$ cat src/rtl/mem_arbiter_if.sv
// Core-side request/response and RAM-port signals of the memory arbiter.
// master: the arbiter itself; slave: the pipeline stages and the RAM it serves.
interface mem_arbiter_if #(
  parameter int unsigned ADDR_W = 32,
  parameter int unsigned DATA_W = 32
);
  logic              iread;
  logic [ADDR_W-1:0] iaddr;
  logic [DATA_W-1:0] iload;
  logic              ihit;
  logic              dread;
  logic              dwrite;
  logic [ADDR_W-1:0] daddr;
  logic [DATA_W-1:0] dstore;
  logic [DATA_W-1:0] dload;
  logic              dhit;
  logic              ram_ren;
  logic              ram_wen;
  logic [ADDR_W-1:0] ram_addr;
  logic [DATA_W-1:0] ram_store;
  logic [DATA_W-1:0] ram_load;
  logic              ram_ready;

  modport master (
    input  iread, iaddr, dread, dwrite, daddr, dstore, ram_load, ram_ready,
    output iload, ihit, dload, dhit, ram_ren, ram_wen, ram_addr, ram_store
  );

  modport slave (
    output iread, iaddr, dread, dwrite, daddr, dstore, ram_load, ram_ready,
    input  iload, ihit, dload, dhit, ram_ren, ram_wen, ram_addr, ram_store
  );
endinterface

$ cat src/rtl/mem_arbiter.sv
// Single-port RAM arbiter: serializes fetch and load/store requests, data first.
// Optional MEM_ARB_PERF_EN adds saturating icount/dcount/wait_count outputs.
module mem_arbiter #(
  parameter int unsigned ADDR_W = 32,
  parameter int unsigned DATA_W = 32
) (
  input  logic           clk,
  input  logic           rst,
  mem_arbiter_if.master  bus
`ifdef MEM_ARB_PERF_EN
  ,
  output logic [31:0]    icount,
  output logic [31:0]    dcount,
  output logic [31:0]    wait_count
`endif
);

  typedef enum logic [2:0] {IDLE, IBUSY, DBUSY, IRESP, DRESP} state_t;

  state_t            state, state_nxt;
  logic [ADDR_W-1:0] addr_q;
  logic [DATA_W-1:0] store_q;
  logic              wr_q;
  logic [DATA_W-1:0] iload_q, dload_q;
  logic              ihit_q, dhit_q;

  logic              ram_ren, ram_wen;
  logic [ADDR_W-1:0] ram_addr;
  logic [DATA_W-1:0] ram_store;

  logic              data_req;
  assign data_req = bus.dread | bus.dwrite;

  always_ff @(posedge clk) begin
    if (rst) begin
      state   <= IDLE;
      addr_q  <= '0;
      store_q <= '0;
      wr_q    <= 1'b0;
      iload_q <= '0;
      dload_q <= '0;
      ihit_q  <= 1'b0;
      dhit_q  <= 1'b0;
    end else begin
      state  <= state_nxt;
      ihit_q <= (state == IBUSY) && bus.ram_ready;
      dhit_q <= (state == DBUSY) && bus.ram_ready;
      // Only one access is ever in flight, so fetch and data share the address latch.
      if (state == IDLE) begin
        if (data_req) begin
          addr_q  <= bus.daddr;
          store_q <= bus.dstore;
          wr_q    <= bus.dwrite;
        end else if (bus.iread) begin
          addr_q  <= bus.iaddr;
        end
      end
      if ((state == IBUSY) && bus.ram_ready)
        iload_q <= bus.ram_load;
      if ((state == DBUSY) && bus.ram_ready && !wr_q)
        dload_q <= bus.ram_load;
    end
  end

  always_comb begin
    state_nxt = state;
    ram_ren   = 1'b0;
    ram_wen   = 1'b0;
    ram_addr  = '0;
    ram_store = '0;
    case (state)
      IDLE: begin
        if (data_req)       state_nxt = DBUSY;
        else if (bus.iread) state_nxt = IBUSY;
      end
      IBUSY: begin
        ram_ren  = 1'b1;
        ram_addr = addr_q;
        if (bus.ram_ready) state_nxt = IRESP;
      end
      DBUSY: begin
        if (wr_q) begin
          ram_wen   = 1'b1;
          ram_store = store_q;
        end else begin
          ram_ren   = 1'b1;
        end
        ram_addr = addr_q;
        if (bus.ram_ready) state_nxt = DRESP;
      end
      IRESP:   state_nxt = IDLE;
      DRESP:   state_nxt = IDLE;
      default: state_nxt = IDLE;
    endcase
  end

  assign bus.ram_ren   = ram_ren;
  assign bus.ram_wen   = ram_wen;
  assign bus.ram_addr  = ram_addr;
  assign bus.ram_store = ram_store;
  assign bus.iload     = iload_q;
  assign bus.dload     = dload_q;
  assign bus.ihit      = ihit_q;
  assign bus.dhit      = dhit_q;

`ifdef MEM_ARB_PERF_EN
  always_ff @(posedge clk) begin
    if (rst) begin
      icount     <= '0;
      dcount     <= '0;
      wait_count <= '0;
    end else begin
      if (ihit_q && (icount != '1))
        icount <= icount + 32'd1;
      if (dhit_q && (dcount != '1))
        dcount <= dcount + 32'd1;
      if (bus.iread && ((state == DBUSY) || (state == DRESP)) && (wait_count != '1))
        wait_count <= wait_count + 32'd1;
    end
  end
`endif

endmodule

$ cat src/flat_wrapper.sv
// flat-port wrapper written by rule: the top's interface ports become plain ports
module mem_arbiter_flat 
#(
  parameter int unsigned ADDR_W = 32,
  parameter int unsigned DATA_W = 32
)
  (clk, rst, bus_iread, bus_iaddr, bus_dread, bus_dwrite, bus_daddr, bus_dstore, bus_ram_load, bus_ram_ready, bus_iload, bus_ihit, bus_dload, bus_dhit, bus_ram_ren, bus_ram_wen, bus_ram_addr, bus_ram_store);
  mem_arbiter_if #(.ADDR_W(ADDR_W), .DATA_W(DATA_W)) bus_i ();
  input  logic clk;
  input  logic rst;
  input wire logic [$bits(bus_i.iread)-1:0] bus_iread;
  input wire logic [$bits(bus_i.iaddr)-1:0] bus_iaddr;
  input wire logic [$bits(bus_i.dread)-1:0] bus_dread;
  input wire logic [$bits(bus_i.dwrite)-1:0] bus_dwrite;
  input wire logic [$bits(bus_i.daddr)-1:0] bus_daddr;
  input wire logic [$bits(bus_i.dstore)-1:0] bus_dstore;
  input wire logic [$bits(bus_i.ram_load)-1:0] bus_ram_load;
  input wire logic [$bits(bus_i.ram_ready)-1:0] bus_ram_ready;
  output wire logic [$bits(bus_i.iload)-1:0] bus_iload;
  output wire logic [$bits(bus_i.ihit)-1:0] bus_ihit;
  output wire logic [$bits(bus_i.dload)-1:0] bus_dload;
  output wire logic [$bits(bus_i.dhit)-1:0] bus_dhit;
  output wire logic [$bits(bus_i.ram_ren)-1:0] bus_ram_ren;
  output wire logic [$bits(bus_i.ram_wen)-1:0] bus_ram_wen;
  output wire logic [$bits(bus_i.ram_addr)-1:0] bus_ram_addr;
  output wire logic [$bits(bus_i.ram_store)-1:0] bus_ram_store;
  assign bus_i.iread = bus_iread;
  assign bus_i.iaddr = bus_iaddr;
  assign bus_i.dread = bus_dread;
  assign bus_i.dwrite = bus_dwrite;
  assign bus_i.daddr = bus_daddr;
  assign bus_i.dstore = bus_dstore;
  assign bus_i.ram_load = bus_ram_load;
  assign bus_i.ram_ready = bus_ram_ready;
  assign bus_iload = bus_i.iload;
  assign bus_ihit = bus_i.ihit;
  assign bus_dload = bus_i.dload;
  assign bus_dhit = bus_i.dhit;
  assign bus_ram_ren = bus_i.ram_ren;
  assign bus_ram_wen = bus_i.ram_wen;
  assign bus_ram_addr = bus_i.ram_addr;
  assign bus_ram_store = bus_i.ram_store;
  mem_arbiter #(.ADDR_W(ADDR_W), .DATA_W(DATA_W)) u_core (.clk(clk), .rst(rst), .bus(bus_i));
endmodule
$ cat config.mk
export PLATFORM = sky130hd
export DESIGN_NAME = mem_arbiter_flat
export DESIGN_NICKNAME = d
export VERILOG_FILES = /design/src/rtl/mem_arbiter_if.sv /design/src/rtl/mem_arbiter.sv /design/src/flat_wrapper.sv
export SDC_FILE = /design/constraint.sdc
export NUM_CORES = 1
export LEC_CHECK = 0
export CAP_MARGIN = 15
export CORE_MARGIN = 4
export CORE_UTILIZATION = 46
export CTS_BUF_LIST = sky130_fd_sc_hd__clkbuf_4
export CTS_CLUSTER_DIAMETER = 200
export DETAILED_ROUTE_END_ITERATION = 10
export PLACE_DENSITY = 0.85
export SETUP_SLACK_MARGIN = 0.2
export SYNTH_ARGS = -nofsm -noshare
export SYNTH_HDL_FRONTEND = slang
export SYNTH_SLANG_ARGS = --single-unit
export TNS_END_PERCENT = 20
$ cat constraint.sdc
create_clock -name clk -period 4.2 [get_ports clk]
set_input_delay 0.84 -clock clk [delete_from_list [all_inputs] [get_ports clk]]
set_output_delay 0.84 -clock clk [all_outputs]
set_load 0.01 [all_outputs]
[After elaboration in Yosys (flattened, before gate mapping)]
Cells that the tools add are included.
Storage, ports and cells
  bits in registers: 134
  input bits: 134
  word-level logic and storage cells: 38
Cells by class
  equal/unequal tests: 5
  multiplexer cells: 14
  bitwise logic cells: 1
  reduce and logical (&&, ||, !) cells: 10
Operator list (count)
  $mux 32: 5
  $mux 3: 4
  $pmux 3 s3: 1
  $ne 2x2->1 const B: 2
  $reduce_and 2->1: 2
  $eq 3x1->1 const B: 1
  $eq 3x2->1 const B: 1
  $logic_and 1x1->1: 3
  $logic_not 3->1: 1
  $mux 1: 3
  $ne 3x2->1 const B: 1
  $reduce_and 3->1: 1
  $pmux 1 s2: 1
  $reduce_bool 2->1: 1
  $reduce_or 2->1: 1
  $logic_not 1->1: 1
  $or 1x1->1: 1

[Depth between registers and ports, before layout]
Gate-level depths: netlist of the first run.
  depth after elaboration: 3
  depth in mapped cells: 6
  mapped depth without buffers: 3

[Worst setup path before layout of the first run]
No wires, ideal clock.
  kind: register -> output
  start: reg u_core.state[1]
  end: out bus_ram_ren
  arrival time: 1314 ps
  data required time: 3360 ps
  path slack: 2046 ps
  cell stages (with the launch flop): 5
  cell sequence: dfxtp_1 -> buf_2 -> or3b_1 -> clkbuf_1 -> a21oi_1
Between the ends
  word-level cells in the longest chain between the ends: 2
  elaborated cells between the ends (all ways): 3
  classes of those cells: eq/ne (2); mux (1)
Ends and longest elaborated chain
  from (decl): line mem_arbiter.sv:20  | state_t state, state_nxt;
  from (signal assigned): line mem_arbiter.sv:45  | state <= state_nxt;
  $eq 3x2->1 / $eq 3x1->1 (equally long branches): line mem_arbiter.sv:71  | case (state)
  $pmux 1 s2 (*): line mem_arbiter.sv:71
  to (decl): line flat_wrapper.sv:23  | output wire logic [$bits(bus_i.ram_ren)-1:0] bus_ram_ren;
Every way passes the cells marked *; elsewhere a longest branch is shown, timed or not.

[Worst setup path after layout of the first run]
  start: reg u_core.state[1]
  end: out bus_ram_store[13]
Between the ends
  word-level cells in the longest chain between the ends: 2
Ends and longest elaborated chain
  $eq 3x2->1: line mem_arbiter.sv:71
  $mux 32: line mem_arbiter.sv:71
  to (decl): line flat_wrapper.sv:26  | output wire logic [$bits(bus_i.ram_store)-1:0] bus_ram_store;
No other way between the ends.

==> flow_metrics.env, run 1 <==
export IMPL_antenna_found_initial=2
export IMPL_cts_buffers=17
export IMPL_firstDrtPassIters=5
export IMPL_r2r_slack_ns=1.87
export IMPL_drive_above_1_share=0.08491
export IMPL_die_w_um=120.9
export IMPL_max_slew_margin=0.3104
export IMPL_multi_input_area_um2=2874
export IMPL_cts_sinks=134
export IMPL_cts_buffer_depth=2
export IMPL_grt_pass1_vias=5815
export IMPL_ys_flop_type="dfxtp_1"
export IMPL_setup_tns_ns=0
export IMPL_cts_hold_fix_buffers=0
export IMPL_core_area_um2=12260
export IMPL_setup_viol=0
export IMPL_portBuffers=265
export IMPL_switching_share=0.2970
export IMPL_holdWs_ns=0.4601
export IMPL_cap_violations=0
export IMPL_initial_utilization=0.4783
export IMPL_yosysTopAreaCell="dfxtp_1"
export IMPL_drt_total_wl_um=19340
export IMPL_yosys_warnings=0
export IMPL_layout_commonest_cell="clkdlybuf4s50_1"
export IMPL_cp_required_ns=3.36
export IMPL_nNetsFinal=1076
export IMPL_ys_seq_elements=134
export IMPL_pin_count=266
export IMPL_max_freq_ghz=0.2887
export IMPL_min_path_type="reg2reg"
export IMPL_fillers=972
export IMPL_overflow=0
export IMPL_rsz0062_at_grt="false"
export IMPL_clk_pin_slew_ns=0.11
export IMPL_grt_pass1_wl_um=30080
export IMPL_synth_edf_count=0
export IMPL_dp_cells=1090
export IMPL_die_area_um2=14620
export IMPL_clock_latency_ns=0.55
export IMPL_worst_slack_ns=0.7364
export IMPL_critPathLaunchType="register"
export IMPL_grtUsageTotal=0.2580
export IMPL_r2r_cells=4
export IMPL_p_sw_mw=0.9513
export IMPL_end_kind="output pin"
export IMPL_r2r_end="u_core.addr_q[16]"
export IMPL_finClkSkew_ns=0.01520
export IMPL_intPower_mw=2.252
export IMPL_rows=40
export IMPL_pwr_share_comb=0.255
export IMPL_wl_per_cell_um=17.20
export IMPL_synthCells=723
export IMPL_p_seq_frac=0.453
export IMPL_fin_crit_ns=3.464
export IMPL_first_iter_violations=628
export IMPL_area_delta_synth_final_pct=51.27
export IMPL_r2r_start="u_core.state[0]"
export IMPL_synth_area_leaders="dfxtp_1, a21oi_1, nand2_1"
export IMPL_p_leak_nw=3.106
export IMPL_hold_path_depth=2
export IMPL_path_max_fanout=33
export IMPL_clkPwrFrac=0.292
export IMPL_register_area_um2=2683
export IMPL_drc=0
export IMPL_cts_resized=0
export IMPL_power_density_nw_per_um2=361.1
export IMPL_synth_cell_type_count=30
export IMPL_status="finished clean"
export IMPL_vias=6110
export IMPL_grt_max_degree=89
export IMPL_antenna_left=0
export IMPL_viasPerCell=5.436
export IMPL_cts_tree="yes"
export IMPL_cts_root_buffer="clkbuf_4"
export IMPL_ys_async_sr_fraction=0
export IMPL_dp_slack_ns=1.298
export IMPL_yosysSeqAreaShare=0.4574
export IMPL_period_share=0.8247
export IMPL_hpwl_um=13190
export IMPL_syn_avg_cell_area_um2=8.111
export IMPL_htreeDepth=4
export IMPL_final_max_slew_viol_count=0
export IMPL_total_power_mw=3.203
export IMPL_die_y_um=120.9
export IMPL_hold_viol_final=0
export IMPL_ir_worst_vdd_v=0.0002441
export IMPL_hold_start="u_core.bus.iload[12]"
export IMPL_tightest_slew_ns=1.034
export IMPL_globalplace_congestion=0.8057
export IMPL_synth_top_area_share=0.4574
export IMPL_syn_area_um2=5864
export IMPL_min_to="u_core.bus.iload[12]"
export IMPL_mostFrequentLayoutCells="clkdlybuf4s50_1, dfxtp_1, a21oi_1, nand2_1, o21ai_0"
export IMPL_cts_setup_buffers=0
export IMPL_syn_num_nets=857
export IMPL_cp_arrival_ns=2.62
export IMPL_criticalPathCategory="reg2out"
export IMPL_fin_cells=1124
==> cell type report <==
class | instances | area share
diodes | 2 | 0.0005642
clock buffers | 19 | 0.01608
clock inverters | 12 | 0.01805
inverters | 1 | 0.0004231
multi-input cells | 510 | 0.3240
flip-flops and latches | 134 | 0.3024
well taps | 168 | 0.02370
repair buffers | 278 | 0.3148
==> per-stage QoR <==
step	area [um^2]	util
3_3_place_gp	8536	0.6961
6_report	8871	0.7235
2_1_floorplan	5864	-
5_1_grt	8869	0.7233
4_1_cts	8838	0.7208
3_5_place_dp	8536	0.6961
==> power groups by stage <==
stage | Sequential (mW) | Clock [mW] | Combinational [mW]
global placement | 1.47 | 0 | 0.800
floorplan | 1.46 | 0 | 0.473
finish | 1.45 | 0.935 | 0.816
global route | 1.47 | 1.00 | 0.885
detailed placement | 1.48 | 0 | 0.812
CTS | 1.45 | 0.943 | 0.814
==> worst max path at each step <==
stage,to,cells past startpoint,slack [ns],startpoint
6_report,bus_ram_store[13],3,0.74,u_core.state[1]
5_1_grt,bus_ram_store[13],3,0.55,u_core.state[1]
4_1_cts,bus_ram_store[13],3,0.68,u_core.state[1]
3_5_place_dp,u_core.store_q[12],5,1.30,bus_dread
3_3_place_gp,bus_ram_store[11],3,1.33,u_core.state[1]
2_1_floorplan,bus_ram_ren,4,2.05,u_core.state[1]
==> registers in the layout (all words and copies together) (netlist names) <==
signal	cells
u_core.addr_q	32
u_core.bus.dload	32
u_core.state	3
u_core.wr_q	1
u_core.bus.iload	32
u_core.bus.dhit	1
u_core.store_q	32
u_core.bus.ihit	1
==> worst max-delay path: stages, from the launching register on <==
cell             delay, ns
dfxtp_1               0.60
and4bb_2              0.68
and2_1                0.23
clkdlybuf4s50_1       0.55
==> Yosys cell counts (2+ instances only) <==
master	count
a311oi_2	30
nor2b_1	2
buf_2	15
nand2_1	129
or3_1	2
and2_1	64
a21oi_1	131
nor3_1	3
o21ai_0	65
a311oi_1	2
nor2_1	3
nand2b_1	3
buf_6	4
nand3_1	64
clkbuf_1	57
buf_1	2
dfxtp_1	134
==> cells by family (layout without fill, tap and decap cells) <==
kind of cell / count (synthesis) / after routing / synth area share
AND/OR/NAND/NOR: 278 / 278 / 0.2311
multiplexers: 1 / 1 / 0.001707
XOR/XNOR: 1 / 1 / 0.001494
other: 0 / 2 / 0
flip-flops: 134 / 134 / 0.4574
AO/OA/AOI/OAI: 230 / 230 / 0.2494
buffers and inverters: 79 / 310 / 0.05889
==> per-layer routing <==
metal	GRT usage	share of wire
met2	0.4262	0.49
met1	0.3054	0.40
met4	0.1034	0.031
met5	0	0.00067
met3	0.09138	0.079
No activity file was read; power rests on OpenSTA's default activity.
==> inputs of run 2 (changes only) <==
- CORE_UTILIZATION: 46 -> 43
- PLACE_DENSITY: 0.85 -> 0.8
- clock period: 4.2 -> 3.2 ns (I/O delays scaled with it)
==> run 2 against run 1 <==
Compared with the run above: die area rose by 6.5%; first-iteration DRC count fell by 19%; total power rose by 29%; non-clock buffer count rose by 6; critical endpoint is now bus_ram_store[19]; critical path depth rose by 1; sequential share of layout area barely moved; clock power rose by 22%; flip-flop and latch count did not move.
==> flow_metrics.env, run 2 (synthesis gave the netlist of run 1 again) <==
export IMPL_status="finished clean"
export IMPL_area_delta_synth_final_pct=51.80
export IMPL_grt_max_degree=66
export IMPL_grt_pass1_vias=5941
export IMPL_firstDrtPassIters=5
export IMPL_first_iter_violations=511
export IMPL_core_area_um2=13300
export IMPL_htreeDepth=4
export IMPL_cts_buffer_depth=2
export IMPL_viasPerCell=5.336
export IMPL_cts_hold_fix_buffers=0
export IMPL_slowest_stage="and4bb_2"
export IMPL_clkPwrFrac=0.276
export IMPL_drive_above_1_share=0.09157
export IMPL_die_y_um=124.8
export IMPL_wl_per_cell_um=17.45
export IMPL_path_buf_inv=2
export IMPL_fin_cells=1138
export IMPL_clk_pin_slew_ns=0.11
export IMPL_cts_root_buffer="clkbuf_4"
export IMPL_cp_top_family="simple AND/OR/NAND/NOR gates"
export IMPL_clock_latency_ns=0.54
export IMPL_pwr_share_comb=0.261
export IMPL_setup_tns_ns=0
export IMPL_period_share=0.9163
export IMPL_rsz0062_at_grt="true"
export IMPL_max_slew_margin=0.3275
export IMPL_fin_crit_ns=2.932
export IMPL_criticalPathCategory="reg2out"
export IMPL_dp_cells=1105
export IMPL_ir_worst_vdd_v=0.0002930
export IMPL_cp_arrival_ns=2.29
export IMPL_rows=42
export IMPL_globalplace_congestion=0.7970
export IMPL_path_max_fanout=16
export IMPL_min_path_type="reg2reg"
export IMPL_tightest_slew_ns=1.009
export IMPL_cp_cell_sequence="buf_4 -> and4bb_2 -> and2_1 -> clkdlybuf4s50_1"
export IMPL_antenna_found_initial=1
export IMPL_grt_pass1_wl_um=30810
export IMPL_hpwl_um=13360
export IMPL_mostFrequentLayoutCells="clkdlybuf4s50_1, dfxtp_1, a21oi_1, nand2_1, o21ai_0"
export IMPL_die_w_um=124.8
export IMPL_p_sw_mw=1.267
export IMPL_hold_viol_final=0
export IMPL_cap_violations=0
export IMPL_p_leak_nw=3.120
export IMPL_drt_total_wl_um=19860
export IMPL_cts_buffers=17
export IMPL_critPathLaunchType="register"
export IMPL_cp_required_ns=2.56
export IMPL_layout_commonest_cell="clkdlybuf4s50_1"
export IMPL_die_area_um2=15570
export IMPL_pin_count=266
export IMPL_grtUsageTotal=0.2425
export IMPL_vias=6072
export IMPL_antenna_left=0
export IMPL_initial_utilization=0.4411
export IMPL_p_seq_frac=0.462
export IMPL_intPower_mw=2.872
export IMPL_setup_viol=0
export IMPL_portBuffers=265
export IMPL_cts_tree="yes"
export IMPL_end_kind="output pin"
export IMPL_nNetsFinal=1083
export IMPL_max_freq_ghz=0.3410
export IMPL_cts_sinks=134
export IMPL_cts_setup_buffers=0
export IMPL_overflow=0
export IMPL_drc=0
export IMPL_finClkSkew_ns=0.01282
export IMPL_switching_share=0.3062
export IMPL_cp_slowest_stage_delay_ns=0.54
export IMPL_final_max_slew_viol_count=0
export IMPL_power_density_nw_per_um2=465.0
## run 2: changes by cell type in the layout (fill, tap and decap cells not counted), sizes merged
cell      before  now
clkinv         7   10
buf           14   20
bufinv         4    3
clkinvlp       1    0
clkbuf        19   18
and4bb         1    2
diode          2    1
## run 2: metrics by stage
| step | power [mW] | area [um^2] | hold WS [ns] | worst slack, ns | util |
|---|---|---|---|---|---|
| after global routing | 4.341 | 8902 | 0.4636 | 0.1480 | 0.6696 |
| final | 4.139 | 8902 | 0.4573 | 0.2677 | 0.6696 |
| after floorplan | 2.542 | 5864 | 0.4489 | 1.246 | - |
| after global placement | 3.002 | 8598 | 0.4409 | 0.5908 | 0.6467 |
| after CTS | 4.151 | 8879 | 0.4611 | 0.1944 | 0.6678 |
| after detailed placement | 3.018 | 8598 | 0.4459 | 0.5550 | 0.6467 |
## run 2: power by group through the flow
stage          Sequential, mW  Clock [mW]  Combinational [mW]
6_report                 1.91        1.14                1.08
5_1_grt                  1.93        1.24                1.17
4_1_cts                  1.91        1.16                1.08
3_5_place_dp             1.94           0                1.08
3_3_place_gp             1.94           0                1.06
2_1_floorplan            1.92           0               0.620
## run 2: layer usage
layer | global-route usage | share of wire
met2 | 0.3960 | 0.48
met5 | 0 | 0
met3 | 0.06904 | 0.066
met4 | 0.1090 | 0.033
met1 | 0.2966 | 0.42
## run 2: worst register-to-register path, cell delays in order (launching register included)
cell and delay, ns:
dfxtp_1 0.31, buf_4 0.18, or3_1 0.80, o32ai_1 0.34, mux2i_1 0.21
## run 2: timing repair
action,4_1_cts,5_1_grt
resized for setup,3,3
pin swaps,1,1
endpoints found under the setup margin,65,64
cloned,0,1
hold endpoints to repair,0,0
## run 2: path summary, 6_finish.rpt
check                                          start                   end  slack, ns  cells past startpoint
worst max-delay path                 u_core.state[2]     bus_ram_store[19]       0.27                      4
worst min-delay path            u_core.bus.iload[10]  u_core.bus.iload[10]       0.46                      2
worst max register to register       u_core.state[2]       u_core.state[1]       1.29                      4
worst min register to register  u_core.bus.iload[10]  u_core.bus.iload[10]       0.46                      2
## run 2: area by class of cell
| type | count | area, um^2 |
|---|---|---|
| antenna | 1 | 2.502 |
| clock buffer | 18 | 135.1 |
| clock inverter | 13 | 138.9 |
| fill | 1127 | 4393 |
| inverter | 1 | 3.754 |
| multi-input combinational | 511 | 2890 |
| sequential | 134 | 2690 |
| tap | 176 | 220.2 |
| timing repair buffer | 284 | 2821 |
==> inputs of run 3 (changes only) <==
- CORE_MARGIN: 4 -> 1
- GPL_TIMING_DRIVEN: not set -> 0
==> run 3 against run 2 <==
Compared with the run above: routed wire length decreased by 0.63%; via count increased by 4.7%; largest power group unchanged; sequential power about the same; worst hold slack improved by 0.0030 ns; maximum frequency decreased by 2.1%; clock power decreased by 4%; register-to-register slack improved by 0.14 ns; sequential share of layout area decreased by 0.63 points; total power increased by 0.39%; critical endpoint is now bus_ram_addr[3].
==> flow_metrics.env, run 3 (synthesis gave the netlist of run 1 again) <==
export IMPL_grt_pass1_wl_um=31420
export IMPL_pin_count=266
export IMPL_cp_slowest_stage_delay_ns=0.55
export IMPL_drc=0
export IMPL_register_area_um2=2684
export IMPL_drt_total_wl_um=19730
export IMPL_end_kind="output pin"
export IMPL_total_power_mw=4.155
export IMPL_portBuffers=264
export IMPL_holdWs_ns=0.4603
export IMPL_wl_per_cell_um=16.47
export IMPL_status="finished clean"
export IMPL_die_y_um=118.8
export IMPL_die_w_um=118.8
export IMPL_cts_root_buffer="clkbuf_4"
export IMPL_criticalPathCategory="reg2out"
export IMPL_hold_viol_final=0
export IMPL_cp_arrival_ns=2.35
export IMPL_switching_share=0.3115
export IMPL_clock_latency_ns=0.53
export IMPL_cts_hold_fix_buffers=0
export IMPL_utilization=0.6823
export IMPL_cp_cell_sequence="buf_4 -> xnor2_1 -> nor2_2 -> buf_4 -> clkbuf_4 -> and2_1 -> clkdlybuf4s50_1"
export IMPL_p_seq_frac=0.455
export IMPL_slowest_stage="clkdlybuf4s50_1"
export IMPL_rows=42
export IMPL_cts_buffers=17
export IMPL_antenna_left=0
export IMPL_worst_slack_ns=0.2054
export IMPL_finClkSkew_ns=0.01786
export IMPL_r2r_slack_ns=1.43
export IMPL_critPathLaunchType="register"
export IMPL_hold_path_depth=2
export IMPL_r2r_end="u_core.addr_q[8]"
export IMPL_fillers=1134
export IMPL_path_max_fanout=10
export IMPL_nNetsFinal=1142
export IMPL_initial_utilization=0.4411
export IMPL_path_buf_inv=4
export IMPL_fin_crit_ns=2.995
export IMPL_hpwl_um=14580
export IMPL_final_max_slew_viol_count=0
export IMPL_p_leak_nw=3.333
export IMPL_max_slew_margin=0.4447
export IMPL_multi_input_area_um2=2841
export IMPL_period_share=0.9358
export IMPL_max_freq_ghz=0.3339
export IMPL_cp_required_ns=2.56
export IMPL_grtUsageTotal=0.2826
export IMPL_tightest_slew_ns=0.8330
export IMPL_dp_slack_ns=0.4397
export IMPL_pwr_share_comb=0.280
export IMPL_r2r_start="u_core.state[2]"
export IMPL_grt_max_degree=17
export IMPL_clk_pin_slew_ns=0.11
export IMPL_min_to="u_core.bus.iload[15]"
export IMPL_cp_top_family="buffers and inverters"
export IMPL_drive_above_1_share=0.09305
export IMPL_intPower_mw=2.861
export IMPL_cts_tree="yes"
export IMPL_grt_pass1_vias=6119
export IMPL_power_density_nw_per_um2=458.1
export IMPL_layout_commonest_cell="clkdlybuf4s50_1"
export IMPL_critPathMostFrequentCell="buf_4"
export IMPL_htreeDepth=4
export IMPL_r2r_cells=6
export IMPL_globalplace_congestion=0.8757
export IMPL_vias=6358
export IMPL_firstDrtPassIters=6
export IMPL_die_area_um2=14110
export IMPL_area_delta_synth_final_pct=54.68
export IMPL_ir_worst_vdd_v=0.0002591
export IMPL_viasPerCell=5.307
export IMPL_core_area_um2=13300
export IMPL_cts_buffer_depth=2
export IMPL_cts_sinks=134
export IMPL_mostFrequentLayoutCells="clkdlybuf4s50_1, dfxtp_1, a21oi_1, nand2_1, o21ai_0"
export IMPL_min_path_type="reg2reg"
export IMPL_p_sw_mw=1.294
export IMPL_clkPwrFrac=0.265
export IMPL_setup_tns_ns=0
export IMPL_first_iter_violations=551
export IMPL_antenna_found_initial=1
export IMPL_rsz0062_at_grt="true"
export IMPL_hold_start="u_core.bus.iload[15]"
export IMPL_overflow=0
export IMPL_setup_viol=0
export IMPL_cap_violations=0
-- run 3: cell count changes in the layout (fill, tap and decap cells not counted), sizes merged --
cell,change
clkbuf,+58
clkinv,+1
buf,+3
clkdlybuf4s50,-10
dlymetal6s2s,+7
dlygate4sd2,+3
bufinv,-1
and4bb,-1
-- run 3: what timing repair did --
action	CTS	global route
gates resized for setup	17	14
cloned	1	0
setup buffers	1	0
hold endpoints to repair	0	0
setup endpoints to repair	61	58
pin swaps	1	0
-- run 3: power groups by stage --
stage                     Combinational [mW]  Sequential [mW]  Clock [mW]
after CTS                               1.16             1.89        1.13
after floorplan                        0.620             1.92           0
after global routing                    1.26             1.91        1.20
after detailed placement                1.14             1.92           0
after global placement                  1.12             1.92           0
final                                   1.16             1.89        1.10
-- run 3: worst max path at each step --
stage                          startpoint                 to  slack [ns]  cells after the start
after floorplan           u_core.state[1]        bus_ram_ren        1.25                      4
after global placement    u_core.state[0]   bus_ram_addr[11]        0.44                      6
final                     u_core.state[0]    bus_ram_addr[3]        0.21                      7
after detailed placement  u_core.state[0]   bus_ram_addr[11]        0.44                      6
after CTS                 u_core.state[0]  bus_ram_store[26]        0.13                      5
after global routing      u_core.state[0]  bus_ram_store[12]        0.05                      5
-- run 3: stage by stage --
step | cells | cell area [um^2]
floorplan | 723 | 5864
global placement | 1163 | 8727
detailed placement | 1163 | 8727
CTS | 1197 | 9044
global route | 1198 | 9071
finish | 1198 | 9071
-- run 3: worst reg2reg max path: stages, from the launching register on --
cell      delay (ns)
dfxtp_1         0.32
buf_2           0.17
nor3_2          0.24
buf_2           0.26
buf_2           0.27
a21oi_1         0.12
a311oi_2        0.29
-- run 3: cell type report --
cell class	instances	area share
Multi-Input combinational cell	510	0.3132
Tap cell	176	0.02428
Clock inverter	13	0.01476
Timing Repair Buffer	266	0.2945
Sequential cell	134	0.2959
Antenna cell	1	0.0002759
Clock buffer	19	0.01572
Inverter	1	0.0004138
Buffer	78	0.04097
-- run 3: routing by layer --
layer  track usage  vias to the layer above  share of wire
met5             0                        -              0
met4        0.1305                        0          0.031
met3       0.07191                       40          0.068
met2        0.4598                      252           0.48
met1        0.3491                     2999           0.42
li1              -                     3067              -
